===== config.mk =====
export PLATFORM = sky130hd
export DESIGN_NAME = shim_cfg_sync_bank
export DESIGN_NICKNAME = d
export VERILOG_FILES = /design/src/rtl/shim_cfg_sync_bank_pkg.sv /design/src/rtl/shim_cfg_field_sync.sv /design/src/rtl/shim_cfg_sync_bank.sv
export SDC_FILE = /design/constraint.sdc
export NUM_CORES = 1
export LEC_CHECK = 0
export ABC_AREA = 1
export ABC_CLOCK_PERIOD_IN_PS = 30400
export CAP_MARGIN = 20
export CORE_MARGIN = 2
export CORE_UTILIZATION = 50
export DETAILED_ROUTE_END_ITERATION = 8
export PLACE_DENSITY = 0.75
export SYNTH_ARGS = -nofsm -noshare
export SYNTH_HDL_FRONTEND = slang
export SYNTH_SLANG_ARGS = --single-unit

===== constraint.sdc =====
create_clock -name spi_clk -period 30.4 [get_ports spi_clk]
set_input_delay 6.08 -clock spi_clk [delete_from_list [all_inputs] [get_ports spi_clk]]
set_output_delay 6.08 -clock spi_clk [all_outputs]
set_load 0.02 [all_outputs]

===== src/rtl/shim_cfg_sync_bank_pkg.sv =====
// Shared defaults and field map for the SPI-side config synchroniser bank.
package shim_cfg_sync_bank_pkg;

    localparam int unsigned DFLT_NUM_FIELDS   = 5;
    localparam int unsigned DFLT_FIELD_W      = 32;
    localparam int unsigned DFLT_DEPTH        = 3;
    localparam int unsigned DFLT_STABLE_COUNT = 2;

    // Field slot indices for the shim instance
    localparam int unsigned THRESH    = 0;
    localparam int unsigned WINDOW    = 1;
    localparam int unsigned INTEG_EN  = 2;
    localparam int unsigned SPI_EN    = 3;
    localparam int unsigned BLOCK_BUF = 4;

    localparam logic [DFLT_NUM_FIELDS-1:0] DFLT_GATE_MASK = 5'b00111;
    localparam logic [DFLT_NUM_FIELDS*DFLT_FIELD_W-1:0] DFLT_RESET_VAL = '0;

    // Counter width able to hold 0..n
    function automatic int unsigned cnt_width(input int unsigned n);
        return (n < 1) ? 1 : $clog2(n + 1);
    endfunction

endpackage


===== src/rtl/shim_cfg_field_sync.sv =====
// One config field: multi-flop synchroniser followed by a stability qualifier.
module shim_cfg_field_sync
    import shim_cfg_sync_bank_pkg::*;
#(
    parameter int unsigned     WIDTH        = 32,
    parameter int unsigned     DEPTH        = 3,
    parameter int unsigned     STABLE_COUNT = 2,
    parameter logic [WIDTH-1:0] RESET_VAL   = '0
) (
    input  logic             clk,
    input  logic             rst,
    input  logic [WIDTH-1:0] din,
    output logic [WIDTH-1:0] sync,
    output logic             stable
);

    localparam int unsigned      CNT_W   = cnt_width(STABLE_COUNT);
    localparam logic [CNT_W-1:0] CNT_MAX = CNT_W'(STABLE_COUNT);

    logic [WIDTH-1:0] chain [DEPTH];
    logic [WIDTH-1:0] prev;
    logic [CNT_W-1:0] cnt;

    always_ff @(posedge clk or posedge rst) begin
        if (rst) begin
            for (int k = 0; k < int'(DEPTH); k++) chain[k] <= RESET_VAL;
        end else begin
            chain[0] <= din;
            for (int k = 1; k < int'(DEPTH); k++) chain[k] <= chain[k-1];
        end
    end

    assign sync = chain[DEPTH-1];

    // Saturating count of consecutive cycles the synchronised value held
    always_ff @(posedge clk or posedge rst) begin
        if (rst) begin
            prev <= RESET_VAL;
            cnt  <= '0;
        end else begin
            prev <= sync;
            if (sync != prev) begin
                cnt <= '0;
            end else if (cnt != CNT_MAX) begin
                cnt <= cnt + CNT_W'(1);
            end
        end
    end

    // Current-cycle equality keeps a value that just arrived from riding a stale saturated count
    assign stable = (cnt == CNT_MAX) && (sync == prev);

endmodule


===== src/rtl/shim_cfg_sync_bank.sv =====
// Bank of config synchronisers into the SPI domain with atomic gated-group commit,
// independent ungated commits, a hold-immune disable path and change pulses.
module shim_cfg_sync_bank
    import shim_cfg_sync_bank_pkg::*;
#(
    parameter int unsigned NUM_FIELDS   = DFLT_NUM_FIELDS,
    parameter int unsigned FIELD_W      = DFLT_FIELD_W,
    parameter int unsigned DEPTH        = DFLT_DEPTH,
    parameter int unsigned STABLE_COUNT = DFLT_STABLE_COUNT,
    parameter int unsigned EN_IDX       = SPI_EN,
    parameter logic [NUM_FIELDS-1:0]         GATE_MASK = NUM_FIELDS'(DFLT_GATE_MASK),
    parameter logic [NUM_FIELDS*FIELD_W-1:0] RESET_VAL = (NUM_FIELDS*FIELD_W)'(DFLT_RESET_VAL)
) (
    input  logic                          spi_clk,
    input  logic                          sync_reset,
    input  logic [NUM_FIELDS*FIELD_W-1:0] cfg_in,
    input  logic                          hold,
    output logic [NUM_FIELDS*FIELD_W-1:0] cfg_out,
    output logic                          cfg_valid,
    output logic                          commit_pulse,
    output logic [NUM_FIELDS-1:0]         changed_mask
);

    localparam logic [NUM_FIELDS-1:0] GROUP = GATE_MASK | (NUM_FIELDS'(1) << EN_IDX);

    logic [NUM_FIELDS-1:0][FIELD_W-1:0] sync_val;
    logic [NUM_FIELDS-1:0][FIELD_W-1:0] out_q;
    logic [NUM_FIELDS-1:0][FIELD_W-1:0] out_d;
    logic [NUM_FIELDS-1:0]              stable;
    logic [NUM_FIELDS-1:0]              changed;
    logic                               group_go;
    logic                               disable_go;

    for (genvar i = 0; i < int'(NUM_FIELDS); i++) begin : g_field
        shim_cfg_field_sync #(
            .WIDTH        (FIELD_W),
            .DEPTH        (DEPTH),
            .STABLE_COUNT (STABLE_COUNT),
            .RESET_VAL    (RESET_VAL[i*FIELD_W +: FIELD_W])
        ) u_sync (
            .clk    (spi_clk),
            .rst    (sync_reset),
            .din    (cfg_in[i*FIELD_W +: FIELD_W]),
            .sync   (sync_val[i]),
            .stable (stable[i])
        );
    end

    // Commit decision: whole group or nothing; ungated fields on their own; disable overrides hold
    always_comb begin
        out_d      = out_q;
        changed    = '0;
        group_go   = !hold && stable[EN_IDX] && sync_val[EN_IDX][0] && ((stable & GROUP) == GROUP);
        disable_go = stable[EN_IDX] && !sync_val[EN_IDX][0];
        for (int i = 0; i < int'(NUM_FIELDS); i++) begin
            if (GROUP[i]) begin
                if (group_go) out_d[i] = sync_val[i];
            end else if (!hold && stable[i]) begin
                out_d[i] = sync_val[i];
            end
        end
        if (disable_go) out_d[EN_IDX] = '0;
        for (int i = 0; i < int'(NUM_FIELDS); i++) begin
            changed[i] = (out_d[i] != out_q[i]);
        end
    end

    always_ff @(posedge spi_clk or posedge sync_reset) begin
        if (sync_reset) begin
            out_q        <= RESET_VAL;
            cfg_valid    <= 1'b0;
            commit_pulse <= 1'b0;
            changed_mask <= '0;
        end else begin
            out_q        <= out_d;
            commit_pulse <= |changed;
            changed_mask <= changed;
            if (group_go) cfg_valid <= 1'b1;
        end
    end

    assign cfg_out = out_q;

endmodule


### Yosys cells after proc, flatten, opt, wreduce, memory -nomap -nowiden

Index checks and enable logic that the tools add are counted.

* add/subtract/negate cells: 5
* equality and inequality tests: 26
* reductions and logical operators: 18
* mux-type cells: 16

Operators by type and width (count)
* 32-bit inequality test: 10
* 32-bit two-way mux: 6
* 32-bit == test: 5
* 2-bit two-way mux: 10
* 2-bit by 1-bit adder with 2-bit output (second input constant): 5
* 2-bit == test (second input constant): 5
* 1-bit logical AND: 10
* 2-bit inequality test (second input constant): 5
* 2-bit nonzero test: 5
* 5-bit OR reduction: 1
* 4-bit == test (second input constant): 1
* 1-bit zero test: 2

* bits of input ports: 163
* register bits: 817
* logic and storage cells: 98
* output and inout port bits: 167

### Logic depth before layout (Yosys ltp)

* word-level depth: 9
* depth in mapped cells: 23

### By module

Synthesis repeated with hierarchy kept, for this count alone.

* cells, all modules: 2802
* area total of the unflattened synthesis: 30173.9 µm²

Modules (own cells, without submodules)
* shim_cfg_field_sync: area an instance 4032.6 µm², cells each 271, sequential area each 3253.1 µm², instances 5
* shim_cfg_sync_bank: area an instance 10010.9 µm², cells each 1447, sequential area each 4179.0 µm², instances 1

### Worst setup path after synthesis

No wires, ideal clock.

* path type: input port to flip-flop
* start point: input hold
* end point: register commit_pulse
* arrival: 7520 ps
* cell stages on the path: 15
* path slack: 22753 ps
* data required time: 30273 ps
* cell sequence: nor4_1 > inv_1 > nor2_1 > nand2_1 > nor2_4 > buf_6 > nand2_2 > nand3_1 > nand2_1 > nor2_1 > nand2_1 > nor2_2 > nand3_2 > nor2_1 > nand3_1

RTL lines
* start: declaration: RTL line shim_cfg_sync_bank.sv:17 `input logic hold,`
* 1-bit zero test: RTL line shim_cfg_sync_bank.sv:53 `group_go = !hold && stable[EN_IDX] && sync_val[EN_IDX][0] && ((stable & GROUP) == GROUP);`
* 1-bit logical AND
* 1-bit logical AND (2 in series): RTL line shim_cfg_sync_bank.sv:53
* 32-bit two-way mux: RTL line shim_cfg_sync_bank.sv:57 `if (group_go) out_d[i] = sync_val[i];`
* 32-bit inequality test: RTL line shim_cfg_sync_bank.sv:64 `changed[i] = (out_d[i] != out_q[i]);`
* named net changed[1]: RTL line shim_cfg_sync_bank.sv:30 `logic [NUM_FIELDS-1:0] changed;`
* 5-bit OR reduction: RTL line shim_cfg_sync_bank.sv:76 `commit_pulse <= |changed;`
* end signal: assignment: RTL line shim_cfg_sync_bank.sv:76
* end: declaration: RTL line shim_cfg_sync_bank.sv:20 `output logic commit_pulse,`

The timed path passes the listed nets, and every way through them passes these cells.
A chain may end at the register's enable or synchronous reset.

### Worst setup path in the final report

* start point: input hold
* end point: register commit_pulse

* longest elaborated chain between the ends: 8

Ends and longest elaborated chain
* 1-bit zero test (*): RTL line shim_cfg_sync_bank.sv:53, shim_cfg_sync_bank.sv:58
* 1-bit logical AND
* 1-bit logical AND (2 in series): RTL line shim_cfg_sync_bank.sv:53
* 32-bit two-way mux: RTL line shim_cfg_sync_bank.sv:57
* 32-bit two-way mux: RTL line shim_cfg_sync_bank.sv:62 `if (disable_go) out_d[EN_IDX] = '0;`
* 32-bit inequality test: RTL line shim_cfg_sync_bank.sv:64
* 5-bit OR reduction (*): RTL line shim_cfg_sync_bank.sv:76

Every way passes the cells marked *; elsewhere a longest branch is shown, timed or not.

==> metrics.md <==
| Metric | Value |
|---|---|
| Final core occ | 0.618 |
| Worst Path Max Fanout | 105 |
| TritonCTS clock tree | built |
| GRT Util Overall | 0.229 |
| Gpl congestion | 0.894 |
| Max-slew violations | 0 |
| Post-synthesis async set-or-reset flop share | 1.00 |
| GRT Residual Overflow | 0 |
| Worst clock skew | 0.0191 ns |
| Number of port buffers | between 300 and 400 |
| CP required | 30.95 ns |
| Max-cap violations | 0 |
| Final setup TNS | 0 ns |
| Initial antenna violation count | 4 |
| Fin crit period | 9.35 ns |
| Worst r2r path cells | 22 |
| Drt wl/cell | 17.3 um |
| Synth Net Count | 2979 |
| Synth area leaders | dfrtp_1 69%, nand2_1 8.7%, inv_1 4.8% |
| Multiplexer area fraction after synthesis | 0 |
| Adder-cell area share of the yosys netlist | 0.00212 |
| Post-synth EDFFs | 0 |
| Core area | 58800 um^2 |
| Via-to-Cell Ratio | 5.09 |
| Critical Path Start | hold |
| Share of cells above drive strength 1 | 0.0620 |
| Mapped Area | between 20000 and 30000 um^2 |
| CP bufs+invs | 4 |
| Most common cell in the netlist | dfrtp_1 |
| Post-Route WL | 69200 um |
| Drc violations | 0 |
| Setup Buffers After CTS | 0 |
| VDD IR-drop max | 0.0437 mV |
| Crit-path slowest cell | buf_4 |
| Final ANT Viol Nets | 0 |
| Synth top area share | 0.691 |
| Fin Hold WS | 0.341 ns |
| FF-to-FF Start | g_field[3].u_sync.sync[28] |
| Clock root buffer | clkbuf_16 |
| Worst skew pair latency | 0.61 ns |
| WP data arrival | 9.90 ns |
| Startpoint class of the critical path | primary input |
| Final Hold Viols | 0 |
| P_leak | 17.5 nW |
| Period Utilization, post-route | 0.308 |
| Starting Density | 0.503 |
| Flop-to-flop setup slack | 25.93 ns |
| Main combinational cell family by area after synthesis | simple AND/OR/NAND/NOR gates |
| Crit end category | flop |
| Critical path depth | 16 |
| Largest net degree at the start of global routing | 127 |
| Synth Area in Simple Gates | 0.182 |
| TritonRoute pass-1 iters | 6 |
| First-pass GRT wire length | 108000 um |
| CP delay by family, top | buffers and inverters |
| Post-synthesis sequential area ratio | 0.691 |
| Yosys cell types | 36 |
| Via count | 20400 |
| Yosys reg bits | 817 |
| Final net count | 3332 |
| Vias in the first global route | 20300 |
| Worst Hold Class | reg -> reg |
| Drt initial violations | 1818 |
| Die height | roughly 250 um |
| Yosys warning count | 0 |
| Hpwl dp | about 47000 um |
| Area growth, synth to finish | 22.9% |
| Die area | 61100 um^2 |
| Status | completed |
| Synth Area in XOR/XNOR | 0.0249 |
| PD cells | 61.8 nW/um^2 |
| Post-synth top cells | 817 x dfrtp_1, 689 x nand2_1, 375 x inv_1 |
| CP Class | in -> reg |
| H-Tree Depth | 3 |
| Worst path cell trace | clkdlybuf4s50_1, nor4_1, inv_1, nor2_1, nand2_1, nor2_4, buf_4, buf_4, nand3_1, nand2_1, nor2_1, nand2_1, nor2_1, nand3_1, nor3_1, nand3_1 |
| Total CTS buffers | approximately 80 |
| Clock slew at reported path FFs | 0.06 ns |
| RSZ-0062 raised after global routing | false |
| Hold depth | 0 |
| Top_reg_cell synth | dfrtp_1 |
| Mean Syn Cell Area | 10.5 um^2 |
| Worst-case clock buffer depth | 3 |
| Max incr delay on CP | 0.82 ns |
| # hold bufs at CTS | 0 |
| Mapped Cells | 2811 |
| Io pins | 330 |
| Largest area contributor in the netlist | dfrtp_1 |
| Max-slew headroom | 0.266 |
| Chip width | roughly 250 um |
| FMAX | 0.107 GHz |
| CTS Sinks | 817 |
| # rows | 89 |
| Crit path to | commit_pulse |
| Resize count post-CTS | 0 |
| Synth Area in Compound Gates | 0.0338 |
| Measured slew at the worst slew-check pin | 1.10 ns |
| Final setup fails | 0 |
| Worst r2r dst | commit_pulse |
state kept, by name, summed over array words and instances (netlist names):
register,flops
g_field.u_sync.prev,160
g_field.u_sync.cnt,10
commit_pulse,1
g_field.u_sync.chain,320
g_field.u_sync.sync,160
changed_mask,5
cfg_valid,1
cfg_out,160
how the worst min path moves through the flow:
| stage | endpoint | from |
|---|---|---|
| 3_5_place_dp | g_field[0].u_sync.chain[36] | g_field[0].u_sync.chain[68] |
| 5_1_grt | g_field[1].u_sync.chain[54] | g_field[1].u_sync.chain[86] |
| 4_1_cts | g_field[3].u_sync.chain[40] | g_field[3].u_sync.chain[72] |
| 2_1_floorplan | g_field[0].u_sync.chain[32] | g_field[0].u_sync.chain[64] |
| 6_report | g_field[3].u_sync.chain[34] | g_field[3].u_sync.chain[66] |
| 3_3_place_gp | g_field[4].u_sync.chain[37] | g_field[4].u_sync.chain[69] |
per-stage QoR:
stage                     power, W  cells  cell area [um^2]  worst slack [ns]
after floorplan            0.00122   2811             29600              1.37
after global placement     0.00126   3852             33600             20.48
after detailed placement   0.00126   3852             33600             20.39
after CTS                  0.00227   3996             36300             21.04
after global routing       0.00233   4001             36400             20.68
final                      0.00225   4001             36400             21.05
layer usage:
| layer | wire length, um | GRT usage | part of all wire |
|---|---|---|---|
| met4 | 2170 | 0.0867 | 0.031 |
| met5 | 0 | 0 | 0 |
| met2 | 32900 | 0.362 | 0.48 |
| met1 | 28300 | 0.311 | 0.41 |
| met3 | 5710 | 0.0506 | 0.083 |
cells in the final DEF, fill, tap and decap left out, types with 2 or more instances in the layout:
cell type | netlist | layout
dfrtp_1 | 817 | 817
nand2_1 | 689 | 688
inv_1 | 375 | 374
clkdlybuf4s50_1 | 0 | 329
nor2_1 | 183 | 181
nand3_1 | 150 | 150
nand4_1 | 137 | 137
o21ai_0 | 127 | 127
clkbuf_16 | 0 | 82
xnor2_1 | 62 | 62
nand3b_1 | 37 | 37
a21oi_1 | 37 | 37
inv_2 | 29 | 29
xor2_1 | 22 | 22
buf_4 | 10 | 19
clkbuf_8 | 0 | 14
clkinv_2 | 0 | 14
clkbuf_1 | 26 | 13
o31ai_1 | 11 | 11
or2_1 | 8 | 8
bufinv_16 | 0 | 8
clkinvlp_4 | 0 | 7
clkinv_1 | 5 | 5
ha_1 | 5 | 5
or2_2 | 4 | 4
nor2_2 | 5 | 4
nor2_4 | 1 | 4
o21ai_1 | 4 | 4
o21bai_1 | 4 | 4
o21a_1 | 4 | 4
inv_6 | 0 | 4
diode_2 | 0 | 3
nor3_1 | 3 | 3
and2_1 | 3 | 3
nand2_2 | 2 | 2
worst register-to-register path, stage by stage (launching register included):
cell	delay [ns]
dfrtp_1	0.39
inv_1	0.09
or2_1	0.21
nand3_1	0.09
nor2_1	0.06
nand2_1	0.11
nor2_2	0.08
nand3_4	0.13
inv_2	0.05
buf_4	0.38
nand2_4	0.18
buf_4	0.40
buf_16	0.34
buf_4	0.74
o21ai_0	0.23
nand2_1	0.09
nand2_1	0.05
nor2_1	0.17
nand2_1	0.09
nor2_1	0.13
nand3_2	0.14
nor2_1	0.11
nand3_1	0.07
cells by family after synthesis:
family | Yosys count
buf+inv | 489
fa+ha+maj | 5
compound gates | 189
flops | 817
simple gates | 1227
xor+xnor | 84
power breakdown:
part | total, W | switching, W | internal [W] | leakage [nW]
clock | 0.00101 | 0.000407 | 0.000599 | 1.32
combinational | 0.0000825 | 0.0000468 | 0.0000357 | 6.50
sequential | 0.00116 | 0.0000284 | 0.00113 | 9.69
area by class of cell:
type | instances | area, um^2
Antenna cell | 3 | 7.51
Tap cell | 773 | 967
Timing Repair Buffer | 350 | 3480
Fill cell | 4483 | 22400
Clock buffer | 109 | 2290
Inverter | 409 | 1540
Sequential cell | 817 | 20400
Multi-Input combinational cell | 1505 | 7200
Clock inverter | 35 | 423
No activity file was read; power rests on OpenSTA's default activity.
